File: src/rtl/lb_pkg.sv
// Shared types and constants for the lookup-pipeline localbus master.
// Holds the FSM state encoding, bus direction encodings and engine-select field.
// No logic; imported by the controller and its wait timer.
package lb_pkg;

   typedef enum logic [2:0] {
      IDLE    = 3'd0,
      ADDR    = 3'd1,
      SETUP   = 3'd2,
      ACCESS  = 3'd3,
      RELEASE = 3'd4,
      RESP    = 3'd5
   } lb_state_e;

   localparam logic LB_RD = 1'b1;
   localparam logic LB_WR = 1'b0;

   // Address bits [18:16] pick the search engine inside the lookup block.
   localparam int ENGINE_SEL_LSB = 16;
   localparam int ENGINE_SEL_W   = 3;

   function automatic logic [ENGINE_SEL_W-1:0] engine_sel(input logic [31:0] addr);
      return addr[ENGINE_SEL_LSB +: ENGINE_SEL_W];
   endfunction

endpackage

File: src/rtl/lb_wait_timer.sv
// Wait counter shared by the ACCESS and RELEASE phases of a localbus cycle.
// Latency: expiry flag is combinational from the count register.
// Backpressure: none; clear has priority over enable.
module lb_wait_timer #(
   parameter int TIMEOUT_CYCLES = 255,
   parameter int CNT_W          = 8
) (
   input  logic clk,
   input  logic reset,
   input  logic clr_i,
   input  logic en_i,
   output logic expired_o
);

   logic [CNT_W-1:0] cnt_q;

   // Count waited cycles; restart whenever a new wait phase begins.
   always_ff @(posedge clk or posedge reset) begin
      if (reset) begin
         cnt_q <= '0;
      end else if (clr_i) begin
         cnt_q <= '0;
      end else if (en_i) begin
         cnt_q <= cnt_q + 1'b1;
      end
   end

   assign expired_o = (cnt_q == CNT_W'(TIMEOUT_CYCLES - 1));

endmodule

File: src/rtl/localbus_master_ctrl.sv
// Localbus master: one register command at a time, ALE/CS/ACK sequencing, timeout.
// Latency: 5 cycles minimum from acceptance to the one-cycle response pulse.
// Backpressure: cmd_ready only in IDLE; response has no backpressure.
module localbus_master_ctrl
   import lb_pkg::*;
#(
   parameter int TIMEOUT_CYCLES = 255,
   parameter int CNT_W          = 8
) (
   input  logic        clk,
   input  logic        reset,
   input  logic        cmd_valid,
   output logic        cmd_ready,
   input  logic        cmd_rd,
   input  logic [31:0] cmd_addr,
   input  logic [31:0] cmd_wdata,
   output logic        rsp_valid,
   output logic [31:0] rsp_rdata,
   output logic        rsp_timeout,
   output logic [15:0] err_cnt,
   output logic        localbus_cs_n,
   output logic        localbus_rd_wr,
   output logic [31:0] localbus_data,
   output logic        localbus_ale,
   input  logic        localbus_ack_n,
   input  logic [31:0] localbus_data_out
);

   lb_state_e   state_q, state_d;
   logic        rd_q, rd_d;
   logic [31:0] wdata_q, wdata_d;
   logic [31:0] rdata_q, rdata_d;
   logic        to_q, to_d;
   logic        tmr_clr, tmr_en, tmr_exp;

   logic        cs_n_q, cs_n_d;
   logic        ale_q, ale_d;
   logic        rd_wr_q, rd_wr_d;
   logic [31:0] data_q, data_d;
   logic        rsp_valid_q, rsp_valid_d;
   logic        rsp_timeout_q, rsp_timeout_d;
   logic [31:0] rsp_rdata_q, rsp_rdata_d;
   logic [15:0] err_cnt_q, err_cnt_d;

   lb_wait_timer #(
      .TIMEOUT_CYCLES(TIMEOUT_CYCLES),
      .CNT_W         (CNT_W)
   ) u_timer (
      .clk      (clk),
      .reset    (reset),
      .clr_i    (tmr_clr),
      .en_i     (tmr_en),
      .expired_o(tmr_exp)
   );

   assign cmd_ready = (state_q == IDLE);

   // State and latched command/result registers.
   always_ff @(posedge clk or posedge reset) begin
      if (reset) begin
         state_q <= IDLE;
         rd_q    <= LB_RD;
         wdata_q <= '0;
         rdata_q <= '0;
         to_q    <= 1'b0;
      end else begin
         state_q <= state_d;
         rd_q    <= rd_d;
         wdata_q <= wdata_d;
         rdata_q <= rdata_d;
         to_q    <= to_d;
      end
   end

   // Next-state logic: ack_n is only looked at from the first ACCESS cycle on.
   always_comb begin
      state_d = state_q;
      rd_d    = rd_q;
      wdata_d = wdata_q;
      rdata_d = rdata_q;
      to_d    = to_q;
      tmr_clr = 1'b0;
      tmr_en  = 1'b0;
      unique case (state_q)
         IDLE: begin
            if (cmd_valid) begin
               rd_d    = cmd_rd;
               wdata_d = cmd_wdata;
               rdata_d = '0;
               to_d    = 1'b0;
               state_d = ADDR;
            end
         end
         ADDR: state_d = SETUP;
         SETUP: begin
            tmr_clr = 1'b1;
            state_d = ACCESS;
         end
         ACCESS: begin
            if (!localbus_ack_n) begin
               rdata_d = (rd_q == LB_RD) ? localbus_data_out : '0;
               tmr_clr = 1'b1;
               state_d = RELEASE;
            end else if (tmr_exp) begin
               to_d    = 1'b1;
               rdata_d = '0;
               state_d = RELEASE;
            end else begin
               tmr_en = 1'b1;
            end
         end
         RELEASE: begin
            if (to_q || localbus_ack_n) begin
               state_d = RESP;
            end else if (tmr_exp) begin
               to_d    = 1'b1;
               rdata_d = '0;
               state_d = RESP;
            end else begin
               tmr_en = 1'b1;
            end
         end
         RESP: state_d = IDLE;
         default: state_d = IDLE;
      endcase
   end

   // Output decode from the next state so every bus/response pin leaves a flop.
   always_comb begin
      cs_n_d        = (state_d != ACCESS);
      ale_d         = (state_d == ADDR);
      rd_wr_d       = (state_d == ACCESS) ? rd_d : LB_RD;
      data_d        = '0;
      rsp_valid_d   = (state_d == RESP);
      rsp_timeout_d = (state_d == RESP) && to_d;
      rsp_rdata_d   = (state_d == RESP) ? rdata_d : '0;
      err_cnt_d     = err_cnt_q;
      // The address is only live on cmd_addr in the accept cycle, so the
      // bus data register itself is what holds it through ADDR.
      if (state_d == ADDR) begin
         data_d = cmd_addr;
      end else if (state_d == ACCESS && rd_d == LB_WR) begin
         data_d = wdata_d;
      end
      if (rsp_timeout_d && err_cnt_q != 16'hFFFF) begin
         err_cnt_d = err_cnt_q + 16'd1;
      end
   end

   // Output registers; reset drops chip select immediately.
   always_ff @(posedge clk or posedge reset) begin
      if (reset) begin
         cs_n_q        <= 1'b1;
         ale_q         <= 1'b0;
         rd_wr_q       <= LB_RD;
         data_q        <= '0;
         rsp_valid_q   <= 1'b0;
         rsp_timeout_q <= 1'b0;
         rsp_rdata_q   <= '0;
         err_cnt_q     <= '0;
      end else begin
         cs_n_q        <= cs_n_d;
         ale_q         <= ale_d;
         rd_wr_q       <= rd_wr_d;
         data_q        <= data_d;
         rsp_valid_q   <= rsp_valid_d;
         rsp_timeout_q <= rsp_timeout_d;
         rsp_rdata_q   <= rsp_rdata_d;
         err_cnt_q     <= err_cnt_d;
      end
   end

   assign localbus_cs_n  = cs_n_q;
   assign localbus_ale   = ale_q;
   assign localbus_rd_wr = rd_wr_q;
   assign localbus_data  = data_q;
   assign rsp_valid      = rsp_valid_q;
   assign rsp_timeout    = rsp_timeout_q;
   assign rsp_rdata      = rsp_rdata_q;
   assign err_cnt        = err_cnt_q;

endmodule

File: config.mk
export PLATFORM = sky130hd
export DESIGN_NAME = localbus_master_ctrl
export DESIGN_NICKNAME = d
export VERILOG_FILES = /design/src/rtl/lb_pkg.sv /design/src/rtl/lb_wait_timer.sv /design/src/rtl/localbus_master_ctrl.sv
export SDC_FILE = /design/constraint.sdc
export NUM_CORES = 1
export LEC_CHECK = 0
export BUFFER_PORTS_ARGS = -buffer_cell sky130_fd_sc_hd__buf_2
export CAP_MARGIN = 20
export CORE_ASPECT_RATIO = 0.8
export CORE_MARGIN = 2
export CORE_UTILIZATION = 30
export CTS_CLUSTER_DIAMETER = 30
export DETAILED_ROUTE_END_ITERATION = 8
export GPL_TIMING_DRIVEN = 0
export SYNTH_ARGS = -nofsm -noshare
export SYNTH_HDL_FRONTEND = slang
export SYNTH_SLANG_ARGS = --single-unit
export TNS_END_PERCENT = 20
File: constraint.sdc
create_clock -name clk -period 6.3 [get_ports clk]
set_input_delay 1.26 -clock clk [delete_from_list [all_inputs] [get_ports clk]]
set_output_delay 1.26 -clock clk [all_outputs]
set_load 0.05 [all_outputs]
# [Word-level counts from Yosys, hierarchy flattened]
# Cells that the tools add are included.
[totals] reg_bits=162 latch_bits=0 ram_bits=0 romBits=0 in_bits=101 output_inout_bits=86 elab_cells=66 mem_count=0
[classes] n_addsub=2 multipliers=0 div=0 magnitude_cmp=0 n_eq_ne=10 shifts=0 mux=33 bitwise=1 reduce_logical=6
[ops] op="32-bit 2-to-1 mux" n=10
[ops] op="32-bit case mux with 3 select lines" n=1
[ops] op="16-bit by 1-bit adder with 16-bit output, second input constant" n=1
[ops] op="8-bit 2-to-1 mux" n=2
[ops] op="16-bit inequality test, second input constant" n=1
[ops] op="3-bit 2-to-1 mux" n=5
[ops] op="3-bit case mux with 5 select lines" n=1
[ops] op="1-bit 2-to-1 mux" n=11
[ops] op="3-bit by 2-bit equality test with 1-bit output, second input constant" n=3
[ops] op="8-bit by 1-bit adder with 8-bit output, second input constant" n=1
[ops] op="8-bit equality test, second input constant" n=1
[ops] op="3-bit by 1-bit equality test with 1-bit output, second input constant" n=2
[ops] op="3-bit equality test, second input constant" n=2
[ops] op="1-bit case mux with 2 select lines" n=2
[ops] op="1-bit logical AND" n=3
[ops] op="3-bit zero test" n=1
[ops] op="3-bit by 2-bit inequality test with 1-bit output, second input constant" n=1
[ops] op="1-bit case mux with 3 select lines" n=1
[ops] op="2-bit nonzero test" n=1
[ops] op="1-bit logical OR" n=1
[ops] op="1-bit inverter" n=1

# [Logic depth before layout (Yosys ltp)]
[depth] ltp_word=8 depth_mapped=8 depth_no_buf=7

# [Hierarchy]
# A second synthesis with hierarchy kept.
[unflattened] cells_unflattened=444 area_unflattened_um2=6232.2
[modules_own_cells] mod="localbus_master_ctrl" instances=1 cells_per_inst=402 area_each_um2=5825.6 seq_area_each_um2=3857.4
[modules_own_cells] mod="lb_wait_timer" instances=1 cells_per_inst=42 area_each_um2=406.6 seq_area_each_um2=200.2

# [Worst setup path after synthesis]
# OpenSTA, ideal clock, no wires.
[synth_timing] kind="reg-to-reg" from="register state_q[2]" to="register data_q[10], in the netlist localbus_data[10]" setup_time_ps=65 arrival_time_ps=2867 t_required_ps=6235 setup_slack_ps=3368 path_stages_with_launch=9 path_buffers=2 synth_period_minus_slack_ps=2932 cell_sequence="dfrtp_1 > buf_2 > nor3_1 > nand2_1 > inv_2 > mux2_2 > nor3b_4 > buf_4 > a22o_1"
[synth_between] elab_cells_between_ends=19 cone_classes="eq/ne: 6; mux: 10; bitwise: 1; reduce/logical: 2"
[synth_lines] element="from (decl)" line_no="localbus_master_ctrl.sv:29" source="lb_state_e state_q, state_d;"
[synth_lines] element="from (signal assigned)" line_no="localbus_master_ctrl.sv:67" source="state_q <= state_d;"
[synth_lines] element="3-bit zero test"
[synth_lines] element="named net cmd_ready" line_no="localbus_master_ctrl.sv:13" source="output logic cmd_ready,"
[synth_lines] element="1-bit 2-to-1 mux" line_no="localbus_master_ctrl.sv:84" source="unique case (state_q)"
[synth_lines] element="named net rd_d" line_no="localbus_master_ctrl.sv:30" source="logic rd_q, rd_d;"
[synth_lines] element="1-bit inverter" line_no="localbus_master_ctrl.sv:142" source="end else if (state_d == ACCESS && rd_d == LB_WR) begin"
[synth_lines] element="1-bit logical AND" line_no="localbus_master_ctrl.sv:142"
[synth_lines] element="32-bit 2-to-1 mux" line_no="localbus_master_ctrl.sv:142"
[synth_lines] element="32-bit 2-to-1 mux" line_no="localbus_master_ctrl.sv:140" source="if (state_d == ADDR) begin"
[synth_lines] element="named net data_d[10]" line_no="localbus_master_ctrl.sv:39" source="logic [31:0] data_q, data_d;"
[synth_lines] element="to (signal assigned)" line_no="localbus_master_ctrl.sv:165" source="data_q <= data_d;"
[synth_lines] element="to (decl)" line_no="localbus_master_ctrl.sv:39"
# The timed path passes the listed nets, and every way through them passes these cells.
# A chain may end at the register's enable or synchronous reset.

# [Worst setup path in the final report]
[layout_timing] from="register state_q[2]" to="output port cmd_ready"
[layout_between] elab_chain_len=1
[layout_lines] element="3-bit zero test" line_no="localbus_master_ctrl.sv:56" source="assign cmd_ready = (state_q == IDLE);"
[layout_lines] element="to (decl)" line_no="localbus_master_ctrl.sv:13"
# Every way passes these cells.

==> results.json <==
{
  "core_area_mm2": 0.0200,
  "hold_viol": 0,
  "setup_viol": 0,
  "die_y_um": 132,
  "postSynthCellCount": 448,
  "critPathBufInv": 2,
  "startpoint_type": "flop",
  "numCtsBuffers": 17,
  "clk_path_buf_depth": 2,
  "grt_usage_pct": 14.0,
  "avgSynthCellArea_um2": 13.8,
  "antenna_found_initial": 0,
  "fill_cells": 1942,
  "clk_pin_slew_ns": 0.07,
  "status": "completed",
  "synth-seq-area-share_pct": 65.8,
  "fin_skew_ns": 0.0125,
  "path_cells": "buf_2 > nor3_1 > buf_2",
  "slew_headroom_pct": 38.9,
  "diodes": 0,
  "hold_path.class": "flop to flop",
  "slowest_stage": "dfrtp_1",
  "cts-root-buf": "clkbuf_16",
  "cp-startpoint": "state_q[2]",
  "worstPathArrival_ns": 1.50,
  "slew_viol_final": 0,
  "netlist_area_mm2": 0.00617,
  "cap_violations": 0,
  "path_delay_family": "buffers and inverters",
  "cts_tree": "yes",
  "ir_drop_v": 0.000246,
  "p_leak_nw": 4.09,
  "wl_um": 14900,
  "max_stage_delay_ns": 0.36,
  "synth_nets": 552,
  "synth.yosys.warnings": 0,
  "vias": 4352,
  "ys_types": 40,
  "clk_latency_ns": 0.41,
  "drive_gt1_share_pct": 42.3,
  "critical_path_cell_count": 3,
  "synth_top_area_share_pct": 64.5,
  "ctsResizeCount": 0,
  "htreeDepth": 4,
  "synth_area_leaders": "dfrtp_1 65%, a22o_1 9.1%, mux2_2 6.2%, and3_1 3.3%, xnor2_1 2.1%",
  "rr_worst_depth": 8,
  "cts_sinks": 162,
  "syn_to_final_growth_pct": 30.0,
  "hold_path_depth": 1,
  "rows": 46,
  "ioPinCount": 187,
  "vias_per_cell": 4.68,
  "grt_pass1_wl_um": 23700,
  "fin_tns_setup_ns": 0,
  "final_nets": 757,
  "design.die.area_mm2": 0.0217,
  "p_per_area_mw_per_mm2": 475,
  "grt_overflow": 0,
  "post-cts-setup-buffers": 0,
  "crit_path_end_kind": "primary output",
  "ys_ff_latch": 162,
  "die_x_um": 164,
  "firstDrtPassIters": 4,
  "grt_max_degree": 97,
  "period_share_pct": 43.8,
  "cts_hold_buffers": 0,
  "synth_top_area_cell": "dfrtp_1",
  "crit_top_cell": "buf_2",
  "hp-start": "wdata_q[22]",
  "grt_pass1_vias": 4379,
  "critPathRequiredTime_ns": 5.04,
  "rsz0062_at_grt": "false",
  "drt_iter0_markers": 231,
  "post_drt_wl_per_cell_um": 16.0,
  "r2r_start": "state_q[2]",
  "finalCriticalPeriod_ns": 2.76,
  "drc_errors": 0,
  "gp_congestion": 0.760,
  "start_util_pct": 30.9,
  "crit_path_max_fanout": 9,
  "io_buffers": 185,
  "clock.fmax_mhz": 362,
  "post-dp-hpwl_um": 10800,
  "whs_ns": 0.479,
  "ant_nets": 0,
  "critical_path_class": "flop to primary output",
  "tightest_slew_ns": 0.915
}
==> cells in the mapped netlist (all sizes together) <==
library cell / instances
nand2: 15
nor3b: 6
a211oi: 2
or3: 4
buf: 16
nor3: 8
mux2: 34
nand3: 8
a21o: 1
a21oi: 9
or4b: 1
nor4: 1
xor2: 4
o31a: 2
and3: 34
inv: 10
a31oi: 1
nand2b: 3
dfstp: 3
a2111o: 1
a22o: 64
o311ai: 1
o21ai: 7
nor2: 13
nor2b: 1
ha: 3
o2111ai: 3
xnor2: 15
dfrtp: 159
nand4: 7
clkbuf: 11
and4b: 1
==> power by group <==
part | switching (W) | leakage, nW | internal, W
Sequential | 0.000135 | 2.12 | 0.00138
Clock | 0.000438 | 0.269 | 0.000550
Combinational | 0.000867 | 1.70 | 0.000441
==> metrics by stage <==
stage	total power, W	worst slack [ns]	util (%)	cell area, um2	cells
global route	0.00404	3.37	40.2	8020	930
CTS	0.00386	3.51	40.2	8020	930
detailed placement	0.00285	3.35	37.3	7460	898
floorplan	0.00249	0.668	-	6170	448
global placement	0.00282	-1.32	37.2	7420	897
finish	0.00381	3.54	40.2	8020	930
==> cell families after synthesis <==
| group | after synthesis | share of synthesized area, % |
|---|---|---|
| and+or+nand+nor | 102 | 9.74 |
| buffers and inverters | 37 | 2.70 |
| DFF | 162 | 65.8 |
| adders and majority gates | 3 | 0.609 |
| xor gates and xnor gates | 19 | 2.70 |
| muxes | 34 | 6.21 |
| AOI/OAI and AO/OA | 91 | 12.3 |
==> area by class of cell <==
| class | instances | area (um2) | share of cell area [%] |
|---|---|---|---|
| multi-input cells | 249 | 1940 | 24.2 |
| clock buffers | 18 | 429 | 5.35 |
| clock inverters | 14 | 131 | 1.64 |
| flip-flops and latches | 162 | 4060 | 50.6 |
| inverters | 10 | 45.0 | 0.562 |
| well taps | 264 | 330 | 4.12 |
| plain buffers | 27 | 129 | 1.61 |
| repair buffers | 186 | 953 | 11.9 |
==> final timing paths <==
| check | end | slack (ns) |
|---|---|---|
| worst max-delay path | cmd_ready | 3.54 |
| worst min-delay path | localbus_data[22] | 0.48 |
| worst max register to register | localbus_data[11] | 4.04 |
| worst min register to register | localbus_data[22] | 0.48 |
| max in group asynchronous | err_cnt[12] | 4.58 |
| min in group asynchronous | localbus_data[6] | 0.89 |
==> routing by layer <==
layer | track usage (%) | wire length (um)
met5 | 0 | 0
met4 | 4.29 | 236
met3 | 5.06 | 1390
met2 | 21.1 | 6680
met1 | 18.8 | 6590
==> sequential cells by signal, indices dropped and copies added (netlist names) <==
signal	count
rsp_valid	1
wdata_q	32
u_timer.cnt_q	8
to_q	1
localbus_data	32
localbus_ale	1
localbus_cs_n	1
rdata_q	32
err_cnt	16
rsp_timeout	1
localbus_rd_wr	1
rsp_rdata	32
state_q	3
rd_q	1
==> layout by cell type (no fill, tap or decap), types with 4 or more instances in the layout <==
cell type,instances
inv_1,8
xor2_1,4
nand4_1,7
and3_1,33
nand3_1,7
a21oi_1,9
or3_1,4
clkbuf_16,17
mux2_2,34
dfrtp_1,159
buf_2,198
nor3b_2,4
nor2_1,13
nand2_1,15
clkbuf_1,12
nor3_1,8
o21ai_0,6
a22o_1,64
xnor2_1,15
==> worst reg2reg max path, delay by kind of cell (launching register included) <==
family,cells,cell delay (ns)
and+or+nand+nor,3,0.77
buffers and inverters,3,0.54
muxes,1,0.37
DFF,1,0.36
AOI/OAI and AO/OA,1,0.16
Power figures use the tool's default switching activity.
